$ cat src/rtl/pattern_pkg.sv
// Shared definitions for the pattern_tx serial frame transmitter and its detector.
package pattern_pkg;

    typedef enum logic [1:0] {
        ST_IDLE = 2'd0,
        ST_SYNC = 2'd1,
        ST_DATA = 2'd2,
        ST_PAR  = 2'd3
    } state_t;

    localparam int         SYNC_LEN_DEF     = 4;
    localparam logic [3:0] SYNC_PATTERN_DEF = 4'b0110;

    // Counter must hold max(a,b)-1; never narrower than one bit.
    function automatic int cnt_width(input int a, input int b);
        int m;
        m = (a > b) ? a : b;
        return ($clog2(m) < 1) ? 1 : $clog2(m);
    endfunction

endpackage

$ cat src/rtl/piso_shreg.sv
// Parallel-in / serial-out shift register, MSB first, zero fill on shift.
module piso_shreg
    import pattern_pkg::*;
#(
    parameter int W = 8
) (
    input  logic         clk,
    input  logic         rst,
    input  logic         load,
    input  logic         shift_en,
    input  logic [W-1:0] din,
    output logic         msb
);

    logic [W-1:0] shreg_r;

    // Load has priority over shift.
    always_ff @(posedge clk) begin
        if (rst) begin
            shreg_r <= '0;
        end else if (load) begin
            shreg_r <= din;
        end else if (shift_en) begin
            shreg_r <= shreg_r << 1'b1;
        end else begin
            shreg_r <= shreg_r;
        end
    end

    assign msb = shreg_r[W-1];

endmodule

$ cat src/rtl/pattern_tx.sv
// Serial frame transmitter: sync pattern then payload MSB-first on a registered line.
// Optional even-parity trailer bit enabled by defining PATTERN_TX_PARITY_EN.
module pattern_tx
    import pattern_pkg::*;
#(
    parameter int                  DATA_W       = 8,
    parameter int                  SYNC_LEN     = SYNC_LEN_DEF,
    parameter logic [SYNC_LEN-1:0] SYNC_PATTERN = SYNC_PATTERN_DEF,
    parameter logic                IDLE_LEVEL   = 1'b1
) (
    input  logic              clk,
    input  logic              rst,
    input  logic [DATA_W-1:0] data_in,
    input  logic              valid_in,
    output logic              ready_out,
    output logic              out,
    output logic              busy,
    output logic              done
);

    localparam int                  CNT_W     = cnt_width(SYNC_LEN, DATA_W);
    localparam logic [CNT_W-1:0]    CNT_ONE   = CNT_W'(1);
    localparam logic [CNT_W-1:0]    SYNC_LAST = CNT_W'(SYNC_LEN - 1);
    localparam logic [CNT_W-1:0]    DATA_LAST = CNT_W'(DATA_W - 1);
    // The first sync bit goes straight to the line, so the register holds only the rest.
    localparam logic [SYNC_LEN-1:0] SYNC_REST = SYNC_PATTERN << 1'b1;

    state_t            state_r;
    logic [CNT_W-1:0]  cnt_r;
    logic              out_r;
    logic              ready_r;
    logic              busy_r;
    logic              done_r;

    logic              accept_s;
    logic              cnt_zero_s;
    logic              sync_shift_s;
    logic              data_shift_s;
    logic              sync_msb_s;
    logic              data_msb_s;

    // Shift enables: each register advances on the edge that puts its next bit on the line.
    always_comb begin
        accept_s     = 1'b0;
        cnt_zero_s   = (cnt_r == '0);
        sync_shift_s = 1'b0;
        data_shift_s = 1'b0;
        if (state_r == ST_IDLE) begin
            accept_s = valid_in;
        end else if (state_r == ST_SYNC) begin
            sync_shift_s = !cnt_zero_s;
            data_shift_s = cnt_zero_s;
        end else if (state_r == ST_DATA) begin
            data_shift_s = !cnt_zero_s;
        end else begin
            accept_s = 1'b0;
        end
    end

    piso_shreg #(.W(SYNC_LEN)) u_sync_shreg (
        .clk      (clk),
        .rst      (rst),
        .load     (accept_s),
        .shift_en (sync_shift_s),
        .din      (SYNC_REST),
        .msb      (sync_msb_s)
    );

    piso_shreg #(.W(DATA_W)) u_data_shreg (
        .clk      (clk),
        .rst      (rst),
        .load     (accept_s),
        .shift_en (data_shift_s),
        .din      (data_in),
        .msb      (data_msb_s)
    );

`ifdef PATTERN_TX_PARITY_EN
    logic par_r;

    function automatic logic even_parity(input logic [DATA_W-1:0] d);
        return ^d;
    endfunction

    // Parity is captured with the word so later data_in changes cannot disturb it.
    always_ff @(posedge clk) begin
        if (rst) begin
            par_r <= 1'b0;
        end else if (accept_s) begin
            par_r <= even_parity(data_in);
        end else begin
            par_r <= par_r;
        end
    end
`endif

    // Frame FSM; the line value is computed one edge ahead so out is a plain flop.
    always_ff @(posedge clk) begin
        if (rst) begin
            state_r <= ST_IDLE;
            cnt_r   <= '0;
            out_r   <= IDLE_LEVEL;
            ready_r <= 1'b1;
            busy_r  <= 1'b0;
            done_r  <= 1'b0;
        end else begin
            case (state_r)
                ST_IDLE: begin
                    done_r <= 1'b0;
                    if (valid_in) begin
                        state_r <= ST_SYNC;
                        cnt_r   <= SYNC_LAST;
                        out_r   <= SYNC_PATTERN[SYNC_LEN-1];
                        ready_r <= 1'b0;
                        busy_r  <= 1'b1;
                    end else begin
                        out_r   <= IDLE_LEVEL;
                        ready_r <= 1'b1;
                        busy_r  <= 1'b0;
                    end
                end
                ST_SYNC: begin
                    if (cnt_zero_s) begin
                        state_r <= ST_DATA;
                        cnt_r   <= DATA_LAST;
                        out_r   <= data_msb_s;
                    end else begin
                        cnt_r   <= cnt_r - CNT_ONE;
                        out_r   <= sync_msb_s;
                    end
                end
                ST_DATA: begin
                    if (!cnt_zero_s) begin
                        cnt_r   <= cnt_r - CNT_ONE;
                        out_r   <= data_msb_s;
                    end else begin
`ifdef PATTERN_TX_PARITY_EN
                        state_r <= ST_PAR;
                        out_r   <= par_r;
`else
                        state_r <= ST_IDLE;
                        out_r   <= IDLE_LEVEL;
                        ready_r <= 1'b1;
                        busy_r  <= 1'b0;
                        done_r  <= 1'b1;
`endif
                    end
                end
`ifdef PATTERN_TX_PARITY_EN
                ST_PAR: begin
                    state_r <= ST_IDLE;
                    out_r   <= IDLE_LEVEL;
                    ready_r <= 1'b1;
                    busy_r  <= 1'b0;
                    done_r  <= 1'b1;
                end
`endif
                default: begin
                    state_r <= ST_IDLE;
                    cnt_r   <= '0;
                    out_r   <= IDLE_LEVEL;
                    ready_r <= 1'b1;
                    busy_r  <= 1'b0;
                    done_r  <= 1'b0;
                end
            endcase
        end
    end

    assign out       = out_r;
    assign ready_out = ready_r;
    assign busy      = busy_r;
    assign done      = done_r;

endmodule

$ cat config.mk
export PLATFORM = sky130hd
export DESIGN_NAME = pattern_tx
export DESIGN_NICKNAME = d
export VERILOG_FILES = /design/src/rtl/pattern_pkg.sv /design/src/rtl/piso_shreg.sv /design/src/rtl/pattern_tx.sv
export SDC_FILE = /design/constraint.sdc
export NUM_CORES = 1
export LEC_CHECK = 0
export BUFFER_PORTS_ARGS = -buffer_cell sky130_fd_sc_hd__buf_2
export CORE_MARGIN = 5
export CORE_UTILIZATION = 50
export DETAILED_ROUTE_END_ITERATION = 16
export GPL_TIMING_DRIVEN = 0
export PLACE_DENSITY = 0.72
export SYNTH_ARGS = -nofsm -noshare
export SYNTH_HDL_FRONTEND = slang
export SYNTH_SLANG_ARGS = --single-unit
$ cat constraint.sdc
create_clock -name clk -period 2.05 [get_ports clk]
set_input_delay 0 -clock clk [delete_from_list [all_inputs] [get_ports clk]]
set_output_delay 0 -clock clk [all_outputs]
set_load 0.005 [all_outputs]
# == Yosys cells after proc, flatten, opt, wreduce, memory -nomap -nowiden ==
# Cells that the tools add are included.
# word_totals
in_bits,11
mem_bits_rw,0
n_memories,0
elab_cells,52
ff_bits,19
rom_bits,0
out_inout_bits,4
latch_bits,0
# op_classes
shift,0
n_mux,28
bitwise_logic,1
add_sub_neg,1
div,0
n_eq_ne,6
n_mul,0
order_cmp,0
n_reduce_logical,8
# op_table
op,count
$mux 8,2
$mux 1,12
$mux 3,3
$pmux 1 s3,3
$pmux 3 s3,1
$mux 4,2
$ne 2x2->1 const B,4
$mux 2,3
$pmux 2 s3,1
$reduce_and 2->1,2
$reduce_bool 2->1,2
$logic_not 3->1,1
$reduce_and 3->1,1
$sub 3x1->3 const B,1
$eq 2x1->1 const B,1
$eq 2x2->1 const B,1
$logic_not 2->1,1
$pmux 1 s2,1
$logic_not 1->1,1
$not 1->1,1

# == Depth between registers and ports, before layout ==
# logic_depth
word_depth,7
mapped_depth,8
depth_no_buf,6

# == Hierarchy ==
# From an unflattened synthesis, not the netlist that was laid out.
# unflattened
hier_cells,111
hier_area_um2,1046.0
# by_module_without_submodules
module,n_inst,seq_area_each_um2,area_per_inst_um2,cells_each
pattern_tx,1,180.2,504.2,59
piso_shreg (u_data_shreg),1,160.2,369.1,35
piso_shreg (u_sync_shreg),1,80.1,172.7,17

# == Least setup slack after synthesis ==
# Ideal clock, no wire load.
# synth_timing
path_kind,reg-to-reg
startpoint,reg cnt_r[0]
endpoint,reg u_data_shreg.shreg_r[6]
setup_time_ps,100
n_path_buf,2
stages_incl_launch_ff,9
period_less_slack_ps,1739
path_slack_ps,311
t_arrival_ps,1639
required_ps,1950
path_cell_list,dfxtp_1 -> inv_1 -> ha_1 -> nor2b_1 -> buf_6 -> mux2i_4 -> buf_6 -> nor2_4 -> a2111oi_4
# synth_via
elab_chain_len,6
# synth_rtl
element,line_no,rtl
"start, declared",pattern_tx.sv:29,logic [CNT_W-1:0] cnt_r;
"start signal, assigned",pattern_tx.sv:128,cnt_r <= cnt_r - CNT_ONE;
"start signal, assigned",pattern_tx.sv:134,cnt_r <= cnt_r - CNT_ONE;
$logic_not 3->1 (*),pattern_tx.sv:45,cnt_zero_s = (cnt_r == '0);
$logic_not 1->1,n/a,
$mux 1,pattern_tx.sv:53,end else if (state_r == ST_DATA) begin
$mux 1 (*),pattern_tx.sv:50,end else if (state_r == ST_SYNC) begin
$mux 1 (*),pattern_tx.sv:48,if (state_r == ST_IDLE) begin
$reduce_bool 2->1 (no source line) (*),n/a,
"end signal, assigned",piso_shreg.sv:22,shreg_r <= din;
"end signal, assigned",piso_shreg.sv:24,shreg_r <= shreg_r << 1'b1;
"end signal, assigned",piso_shreg.sv:26,shreg_r <= shreg_r;
"end, declared",piso_shreg.sv:15,logic [W-1:0] shreg_r;
# Mark *: on every way between the ends. The rest lies on a longest branch, timed or not.
# A chain may end at the register's enable or synchronous reset.

# == Worst setup path after layout ==
# layout_timing
startpoint,reg cnt_r[0]
endpoint,reg u_data_shreg.shreg_r[3]
# The elaborated chain is that of the path after synthesis.

==> results_dict.tcl <==
set metrics [dict create \
    final_antenna_net_count 0 \
    htreeDepth 1 \
    crit_arrival_ps 2060 \
    final_cell_mix "27 x nor2_1, 19 x dfxtp_1, 15 x buf_2, 9 x a21oi_1, 6 x a2111oi_2" \
    die_area_um2 2920 \
    crit_path_start_kind "flop" \
    grt_usage_pct 14.9 \
    drv_slew 0 \
    n_antenna_cell 0 \
    peakVddDrop_mv 0.630 \
    dieHeight_um 54.1 \
    fillers 174 \
    syn_area_um2 971 \
    maxSlewHeadroom_pct 71.0 \
    initial_core_util_pct 51.1 \
    ys_seq_area_share_pct 39.2 \
    min_from "data_in[2]" \
    drt-total-wl_um 1830 \
    cts_tree "built" \
    drc 0 \
    seq_power_share_pct 48.0 \
    netlist_instances 106 \
    finalSetupViolCount 0 \
    status "finished, final reports clean" \
    vias 813 \
    io_pins 15 \
    cts_resized 0 \
    drtPass1Iterations 4 \
    hold_viol 0 \
    insertion_delay_ps 300 \
    yosysUniqueCellTypes 33 \
    grt_pass1_vias 714 \
    worst_r2r_startpoint "cnt_r[0]$_SDFFE_PP0P_" \
    fmax_mhz 539 \
    antenna_found_initial 0 \
    synth.top_cells.by_area "dfxtp_1 39%, nor2_1 10%, a2111oi_2 9.3%, a21oi_1 4.6%, a2111oi_4 2.8%" \
    nets 141 \
    tightest_slew_ps 435 \
    p_clk_share_pct 20.4 \
    r2r_slack_ps 190 \
    gp_congestion 0.744 \
    path_clk_slew_ps 100 \
    hp-class "in2reg" \
    drv_cap 0 \
    min_delay_path_depth 3 \
    p_leak_nw 0.455 \
    syn_nets 119 \
    drt_iter0_markers 15 \
    ys_ff_latch 19 \
    grt_max_degree 11 \
    yosysWarnings 0 \
    rows 16 \
    min_to "u_data_shreg.shreg_r[2]$_SDFFE_PP0P_" \
    reg2regPathDepth 8 \
    syn_to_final_growth_pct 16.0 \
    post-synth-top-area-cell "dfxtp_1" \
    p_sw_mw 0.296 \
    mostFrequentLayoutCell "nor2_1" \
    hpwl_um 1290 \
    rsz0062_at_grt "false" \
    avgRoutedWirePerCell_um 11.9 \
    min_period_over_period_pct 90.6 \
    p_total_mw 0.927 \
    reg2reg_to "u_data_shreg.shreg_r[3]$_SDFFE_PP0P_" \
    tns_ps 0 \
    layout_min_cycle_time_ps 1860 \
    cts_made_buffers 3 \
    p_int_mw 0.631 \
    cts.sinks 19 \
    synth.avg_cell_area_um2 9.16 \
    die_width_um 54.1 \
    root_buffer "clkbuf_4" \
    end_kind "flop" \
    combPwrFrac_pct 31.7 \
    synth_top_cell_area_share_pct 39.2 \
    fin_skew_ps 1.53 \
    cp_data_required_time_ps 2260 \
    clockBufferDepth 2 \
    vias_per_cell 5.28 \
    gr-total-overflow 0 \
    path_class "reg2reg" \
    drive_above_1_share_pct 28.3 \
    cp_max_fo 5 \
    core_area_um2 1900 \
    power_density_nw_per_um2 823 \
    io_buffers 14 \
    grt_pass1_wl_um 3050 \
    sw_frac_of_total_pct 32.0 \
]
==> per-stage QoR <==
step / hold slack, ps / setup slack (ps) / std cells / utilization (%) / area, µm²
after floorplan: 64.3 / 311 / 106 / - / 971
after global placement: 246 / 159 / 147 / 56.5 / 1070
after detailed placement: 258 / 106 / 147 / 56.5 / 1070
after CTS: 15.4 / 97.9 / 152 / 58.4 / 1110
after global routing: 9.07 / 78.5 / 154 / 59.2 / 1130
final: 11.7 / 193 / 154 / 59.2 / 1130
==> flip-flops by register name (all words and copies together), names as in the netlist <==
| signal | count |
|---|---|
| u_data_shreg.shreg_r | 8 |
| cnt_r | 3 |
| state_r | 2 |
| u_sync_shreg.shreg_r | 2 |
| busy | 1 |
| done | 1 |
| out | 1 |
| ready_out | 1 |
==> power by group through the flow <==
stage,combinational (mW),sequential [mW],clock [mW]
4_1_cts,0.289,0.445,0.193
5_1_grt,0.326,0.451,0.219
3_3_place_gp,0.276,0.451,0
3_5_place_dp,0.287,0.454,0
6_report,0.294,0.445,0.189
2_1_floorplan,0.227,0.449,0
==> final cells by class <==
type	count	area (µm²)	share of cell area, %
clock buffer	4	26.3	2.33
multi-input combinational	78	537	47.7
inverter	3	11.3	1.00
tap	27	33.8	3.00
sequential	19	380	33.8
buffer	6	42.5	3.78
timing repair buffer	17	95.1	8.44
==> synth_stat cells <==
cell        n
nor3_1      2
a21oi_1     9
xnor2_1     1
mux2i_4     1
mux2_2      1
a31oi_1     1
o31ai_1     1
a2bb2oi_1   1
inv_1       3
o21ai_0     2
a2111oi_2   6
nor2_4      1
o21a_1      1
and4bb_2    1
dfxtp_1    19
and2_1      1
nor2b_1     2
a22oi_1     1
nor4_1      1
nor2_1     27
nand3_1     1
a2111oi_4   1
buf_4       1
nor2b_2     2
buf_6       2
nand2_1     5
clkbuf_1    2
ha_1        2
nand2b_1    1
mux2i_1     2
a2111oi_0   1
a211oi_1    3
buf_2       1
==> worst max-delay path by stage <==
stage               slack (ps)                                   end  cells past startpoint             startpoint
global route                80  u_data_shreg.shreg_r[5]$_SDFFE_PP0P_                      8  cnt_r[0]$_SDFFE_PP0P_
finish                     190  u_data_shreg.shreg_r[3]$_SDFFE_PP0P_                      8  cnt_r[0]$_SDFFE_PP0P_
floorplan                  310  u_data_shreg.shreg_r[6]$_SDFFE_PP0P_                      8  cnt_r[0]$_SDFFE_PP0P_
detailed placement         110  u_data_shreg.shreg_r[6]$_SDFFE_PP0P_                      8  cnt_r[0]$_SDFFE_PP0P_
CTS                        100  u_data_shreg.shreg_r[6]$_SDFFE_PP0P_                      8  cnt_r[0]$_SDFFE_PP0P_
global placement           160  u_data_shreg.shreg_r[6]$_SDFFE_PP0P_                      8  cnt_r[0]$_SDFFE_PP0P_
==> layer usage <==
layer,track usage [%],routed length (µm),up-vias
met2,24.8,857,14
met1,16.8,822,378
met3,5.82,99,4
met4,6.22,51,0
li1,-,-,417
met5,0,0,-
==> what timing repair did <==
| item | 4_1_cts | 5_1_grt |
|---|---|---|
| setup endpoints to repair | 0 | 1 |
| setup buffers | 0 | 2 |
| endpoints found under the hold margin | 1 | 0 |
| hold buffers | 1 | 0 |
==> critical path, stage by stage (launching register included) <==
cell and delay, ps:
dfxtp_1 330, inv_1 100, ha_1 220, nor2b_1 170, buf_6 150, mux2i_4 260, buf_4 170, nor2_1 50
a2111oi_2 310
==> cells by family after synthesis <==
kind of cell | after synthesis | share of synthesized area [%]
adders and majority gates | 2 | 2.58
buffers and inverters | 9 | 5.54
xor gates and xnor gates | 1 | 0.902
and+or+nand+nor | 44 | 21.4
AOI/OAI and AO/OA | 27 | 24.9
DFF | 19 | 39.2
muxes | 4 | 5.54
No activity file was read; power rests on OpenSTA's default activity.
